===== config.mk =====
export PLATFORM = sky130hd
export DESIGN_NAME = sb_tx_serializer
export DESIGN_NICKNAME = d
export VERILOG_FILES = /design/src/rtl/sb_tx_serializer.sv
export SDC_FILE = /design/constraint.sdc
export NUM_CORES = 1
export LEC_CHECK = 0
export BUFFER_PORTS_ARGS = -buffer_cell sky130_fd_sc_hd__buf_2
export CAP_MARGIN = 20
export CELL_PAD_IN_SITES_DETAIL_PLACEMENT = 0
export CELL_PAD_IN_SITES_GLOBAL_PLACEMENT = 1
export CORE_UTILIZATION = 52
export DETAILED_ROUTE_END_ITERATION = 6
export PLACE_DENSITY_LB_ADDON = 0.1
export RECOVER_POWER = 100
export SLEW_MARGIN = 25
export SYNTH_ARGS = -nofsm -noshare
export SYNTH_HDL_FRONTEND = slang
export SYNTH_SLANG_ARGS = --single-unit

===== constraint.sdc =====
create_clock -name i_clk -period 4.1 [get_ports i_clk]
set_clock_uncertainty 0.05 [all_clocks]
set_input_delay 0.615 -clock i_clk [delete_from_list [all_inputs] [get_ports i_clk]]
set_output_delay 0.615 -clock i_clk [all_outputs]
set_load 0.02 [all_outputs]

===== src/rtl/sb_tx_serializer.sv =====
// Sideband transmit serializer: SBINIT clock pattern generator and 64-bit packet
// shifter with a trailing idle gap, a one-entry pending buffer and status pulses.
module sb_tx_serializer #(
   parameter int         SB_MSG_WIDTH = 4,
   parameter int         PKT_WIDTH    = 64,
   parameter int         PATTERN_UI   = 64,
   parameter int         GAP_UI       = 32,
   parameter logic [4:0] OPCODE       = 5'b10010
) (
   input  logic                    i_clk,
   input  logic                    i_rst,
   input  logic                    i_start_pattern_req,
   input  logic                    i_tx_msg_valid,
   input  logic [SB_MSG_WIDTH-1:0] i_encoded_SB_msg,
   output logic                    o_sb_data,
   output logic                    o_sb_clk_en,
   output logic                    o_SB_Busy,
   output logic                    o_falling_edge_busy,
   output logic                    o_start_pattern_done,
   output logic                    o_overflow
);

   localparam int CNT_MAX_A = (PKT_WIDTH > PATTERN_UI) ? PKT_WIDTH : PATTERN_UI;
   localparam int CNT_MAX   = (CNT_MAX_A > GAP_UI) ? CNT_MAX_A : GAP_UI;
   localparam int CNT_W     = (CNT_MAX > 1) ? $clog2(CNT_MAX) : 1;

   localparam logic [CNT_W-1:0] PKT_LAST = CNT_W'(PKT_WIDTH - 1);
   localparam logic [CNT_W-1:0] PAT_LAST = CNT_W'(PATTERN_UI - 1);
   localparam logic [CNT_W-1:0] GAP_LAST = CNT_W'(GAP_UI - 1);

   localparam logic [1:0] IDLE    = 2'd0;
   localparam logic [1:0] PATTERN = 2'd1;
   localparam logic [1:0] MSG     = 2'd2;
   localparam logic [1:0] GAP     = 2'd3;

   // Packet layout: opcode in [4:0], code above it, even parity over [61:0] in bit 62.
   function automatic logic [PKT_WIDTH-1:0] build_pkt(input logic [SB_MSG_WIDTH-1:0] code);
      logic [PKT_WIDTH-1:0] p;
      p                      = '0;
      p[4:0]                 = OPCODE;
      p[SB_MSG_WIDTH+4:5]    = code;
      p[PKT_WIDTH-2]         = ^p[PKT_WIDTH-3:0];
      return p;
   endfunction

   logic [1:0]              state;
   logic [CNT_W-1:0]        cnt;
   logic                    is_pattern;
   logic                    pend_full;
   logic [SB_MSG_WIDTH-1:0] pend_code;
   logic [PKT_WIDTH-1:0]    shift_p0;

   logic                    msg_in;
   logic                    in_idle;
   logic                    launch_pat;
   logic                    launch_pend;
   logic                    launch_new;
   logic                    store;
   logic                    store_ok;
   logic [SB_MSG_WIDTH-1:0] launch_code;
   logic [PKT_WIDTH-1:0]    launch_pkt;

   // Launch arbitration: pattern request beats the pending entry, which beats a fresh code.
   always_comb begin
      msg_in      = i_tx_msg_valid && (i_encoded_SB_msg != '0);
      in_idle     = (state == IDLE);
      launch_pat  = in_idle && i_start_pattern_req;
      launch_pend = in_idle && !i_start_pattern_req && pend_full;
      launch_new  = in_idle && !i_start_pattern_req && !pend_full && msg_in;
      store       = msg_in && !launch_new;
      store_ok    = store && (!pend_full || launch_pend);
      launch_code = pend_full ? pend_code : i_encoded_SB_msg;
      launch_pkt  = build_pkt(launch_code);
   end

   always_ff @(posedge i_clk or posedge i_rst) begin
      if (i_rst) begin
         state                <= IDLE;
         cnt                  <= '0;
         is_pattern           <= 1'b0;
         pend_full            <= 1'b0;
         o_sb_data            <= 1'b0;
         o_sb_clk_en          <= 1'b0;
         o_SB_Busy            <= 1'b0;
         o_falling_edge_busy  <= 1'b0;
         o_start_pattern_done <= 1'b0;
         o_overflow           <= 1'b0;
      end else begin
         o_falling_edge_busy  <= 1'b0;
         o_start_pattern_done <= 1'b0;
         o_overflow           <= 1'b0;

         case (state)
            IDLE: begin
               if (launch_pat) begin
                  state       <= PATTERN;
                  cnt         <= PAT_LAST;
                  is_pattern  <= 1'b1;
                  o_sb_data   <= 1'b1;
                  o_sb_clk_en <= 1'b1;
                  o_SB_Busy   <= 1'b1;
               end else if (launch_pend || launch_new) begin
                  state       <= MSG;
                  cnt         <= PKT_LAST;
                  is_pattern  <= 1'b0;
                  o_sb_data   <= launch_pkt[0];
                  o_sb_clk_en <= 1'b1;
                  o_SB_Busy   <= 1'b1;
               end
            end
            PATTERN: begin
               if (cnt == '0) begin
                  state       <= GAP;
                  cnt         <= GAP_LAST;
                  o_sb_data   <= 1'b0;
                  o_sb_clk_en <= 1'b0;
               end else begin
                  cnt       <= cnt - 1'b1;
                  o_sb_data <= ~o_sb_data;
               end
            end
            MSG: begin
               if (cnt == '0) begin
                  state       <= GAP;
                  cnt         <= GAP_LAST;
                  o_sb_data   <= 1'b0;
                  o_sb_clk_en <= 1'b0;
               end else begin
                  cnt       <= cnt - 1'b1;
                  o_sb_data <= shift_p0[0];
               end
            end
            GAP: begin
               if (cnt == '0) begin
                  state                <= IDLE;
                  o_SB_Busy            <= 1'b0;
                  o_falling_edge_busy  <= 1'b1;
                  o_start_pattern_done <= is_pattern;
               end else begin
                  cnt <= cnt - 1'b1;
               end
            end
            default: state <= IDLE;
         endcase

         // A consumed entry frees the slot in the same cycle a new code lands in it.
         if (store) begin
            if (store_ok) pend_full  <= 1'b1;
            else          o_overflow <= 1'b1;
         end else if (launch_pend) begin
            pend_full <= 1'b0;
         end
      end
   end

   // Datapath registers carry no reset; pend_full and state qualify them.
   always_ff @(posedge i_clk) begin
      if (store_ok) pend_code <= i_encoded_SB_msg;
      if (launch_pend || launch_new) shift_p0 <= launch_pkt >> 1;
      else if (state == MSG)         shift_p0 <= shift_p0 >> 1;
   end

endmodule


==> flow_summary.yaml <==
logic_synthesis:
  synth_xor_xnor_area_share_pct: 1.82
  synth_compound_area_share_pct: 6.92
  ys_ff_latch: 82
  synthesis.nets: 328
  synth-simple-area-share_pct: 11.7
  synth_edf_count: 9
  synthMuxAreaShare_pct: 20.2
  synthArstFlopShare_pct: 19.5
  yosys.area.top_type: "dfxtp_1"
  yosysSeqAreaShare_pct: 53.9
  avgSynthCellArea_um2: 10.7
  syn_inst: 313
  ys_warn_count: 0
  yosys.area_share.adder_pct: 2.90
  netlist_top_cells_area: "dfxtp_1 (34%), mux2i_1 (19%), dfrtp_1 (12%)"
  synth.distinct_cells: 39
  synthesis.area_um2: 3360
  synth_top_family_by_area: "multiplexers"
  synthFlopType: "dfxtp_1"
  synth_top_area_share_pct: 34.0
power_and_ir_drop:
  total_power_mw: 2.91
  leakagePower_nw: 1.62
  peakVddDrop_mv: 0.465
  power_density_nw_per_um2: 788
drt:
  drc: 0
  vias: 2162
  ant_nets: 0
  wl_per_cell_um: 13.3
  routed_wl_um: 5380
  first_iter_violations: 126
  first_pass_iters: 4
  avgViaCountPerCell: 5.36
grt:
  grt_pass1_wl_um: 8850
  grt_max_degree: 64
  antenna_found_initial: 0
  grt_overflow: 0
  grt.total_usage_pct: 17.5
  grt_pass1_vias: 2048
min_path:
  hp-class: "input pin to async pin"
worst_setup_path:
  startpoint_type: "flop"
  critPathTopFamily: "adder cells"
  criticalPathCategory: "flop to flop"
  critPathMaxFanout: 63
  max_stage_delay_ns: 1.40
  cp_num_cells: 6
  reg2regPathDepth: 6
  crit_path_end_kind: "flop"
  cp_data_arrival_time_ns: 2.97
  slowest_stage: "ha_2"
  crit_required_ns: 4.29
  critPathBufInv: 1
  worstPathCellList: "inv_1 -> ha_2 -> nand2_1 -> a21oi_1 -> a32oi_1 -> o31ai_1"
clock_network:
  insertion_delay_ns: 0.34
  cts_sinks: 82
  h-tree-depth: 3
  cts_repair_resize_count: 0
  path_clk_slew_ns: 0.08
  holdBufCountCts: 0
  post_cts_buffers: 0
  cts_inserted_buffers: 9
  root_buffer: "clkbuf_8"
  clk_path_buf_depth: 2
  cts_tree: "yes"
timing:
  period_share_pct: 67.8
  finalMaxSlewViolations: 64
  finalCriticalPeriod_ns: 2.78
  postLayoutSetupSlackWorst_ns: 1.32
  finalSetupTns_ns: 0
  worst_slew_margin_rel_pct: -19.0
  hold_viol: 0
  setup_violations: 0
  fmax_mhz: 359
  worst_slew_pin_slew_ns: 1.79
  rsz0062_at_grt: "no"
cells_and_area:
  final_area_um2: 3700
  drive_above_1_share_pct: 7.01
  antenna_cells: 0
  nets: 338
  fin_cells: 403
  nFillCells: 528
  synthToLayoutAreaGrowth_pct: 10.1
  seq_area_um2: 1810
  multi_input_comb_area_um2: 1460
floorplanning:
  initial_utilization_pct: 55.5
  num_rows: 28
  die_w_um: 82.4
  core_area_um2: 6060
  die_h_um: 82.4
  die-area_um2: 6790
  ios: 14
placed_design:
  io_buffer_count: 13
  gp_congestion: 0.809
  dpl.hpwl_um: 3410
  postPlaceCellArea_um2: 3510
  post-place-ws_ns: 1.72
  placed_cells: 387
status:
  violations: "capacitance limit, slew limit"
  outcome: "complete, but fails checks"
job:
  maxCapViolCount: 1
worst register-to-register path, stage by stage, from the launching register on:
cell     delay (ns)
dfrtp_1        0.43
inv_1          0.12
ha_2           1.40
nand2_1        0.14
a21oi_1        0.23
a32oi_1        0.09
o31ai_1        0.22
per-layer routing:
metal	part of all wire, %	vias up	GRT usage (%)	wire length (um)
met2	46	21	29.3	2460
met4	1.9	0	9.12	104
li1	-	1101	-	-
met1	51	1033	20.7	2720
met5	0	-	0	0
met3	1.7	7	3.96	92
stage by stage:
step / util [%] / hold slack (ns)
global placement: 57.5 / 0.402
global route: 61.0 / 0.341
detailed placement: 58.0 / 0.406
floorplan: - / 0.387
CTS: 61.6 / 0.304
finish: 61.0 / 0.288
Yosys cell counts, types with 4 or more instances:
cell	number
mux2i_1	64
nor2_1	60
dfxtp_1	57
dfrtp_1	16
o21ai_0	15
clkbuf_1	13
edfxtp_1	9
a21oi_1	8
ha_1	7
inv_1	7
nand3_1	6
nand2_1	5
nand2b_1	5
xor2_1	4
area by class of cell:
type / instances / share of cell area, %
Sequential cell: 82 / 49.0
Multi-Input combinational cell: 208 / 39.5
Clock buffer: 12 / 4.50
Tap cell: 75 / 2.54
Timing Repair Buffer: 15 / 2.27
Clock inverter: 4 / 1.45
Inverter: 7 / 0.710
placed cells by master, fill, tap and decap left out, types with 2 or more instances in the layout:
| cell type | count |
|---|---|
| nor2b_1 | 2 |
| nand2_1 | 5 |
| nor3b_1 | 3 |
| buf_2 | 3 |
| nand3_1 | 6 |
| nor3_1 | 3 |
| mux2i_1 | 64 |
| dfxtp_1 | 57 |
| clkbuf_8 | 10 |
| edfxtp_1 | 9 |
| mux2_2 | 2 |
| nand2b_1 | 5 |
| clkbuf_1 | 12 |
| dfrtp_1 | 16 |
| and2_0 | 2 |
| xnor2_1 | 3 |
| and3_1 | 2 |
| o21ai_0 | 15 |
| xor2_1 | 4 |
| ha_1 | 6 |
| a21oi_1 | 8 |
| a22o_1 | 3 |
| nor2_1 | 59 |
| inv_1 | 7 |
cells by family after synthesis:
kind of cell             count (synthesis)
XOR/XNOR                                 7
buffers and inverters                   23
flip-flops                              82
adder cells (fa/ha/maj)                  8
AND/OR/NAND/NOR                         89
multiplexers                            67
AO/OA/AOI/OAI                           37
registers in the layout, summed over array words and instances (netlist names):
signal and count:
pend_code 4, o_SB_Busy 1, pend_full 1, o_sb_clk_en 1, o_overflow 1, state 2
o_start_pattern_done 1, o_sb_data 1, cnt 6, is_pattern 1, shift_p0 62, o_falling_edge_busy 1
where the power goes:
| part | leakage (nW) | total [mW] | switching [mW] | internal [mW] |
|---|---|---|---|---|
| clock network | 0.113 | 0.622 | 0.283 | 0.339 |
| logic | 0.765 | 1.08 | 0.573 | 0.508 |
| registers | 0.740 | 1.21 | 0.145 | 1.06 |
path summary, 6_finish.rpt:
path	slack [ns]	start	endpoint
min in group i_clk	0.43	shift_p0[4]	shift_p0[3]
max in group asynchronous	3.29	i_rst	cnt[0]
max reg2reg	1.32	state[0]	o_sb_data
min	0.29	i_rst	o_overflow
max	1.32	state[0]	o_sb_data
min reg2reg	0.43	shift_p0[4]	shift_p0[3]
Power figures use the tool's default switching activity.
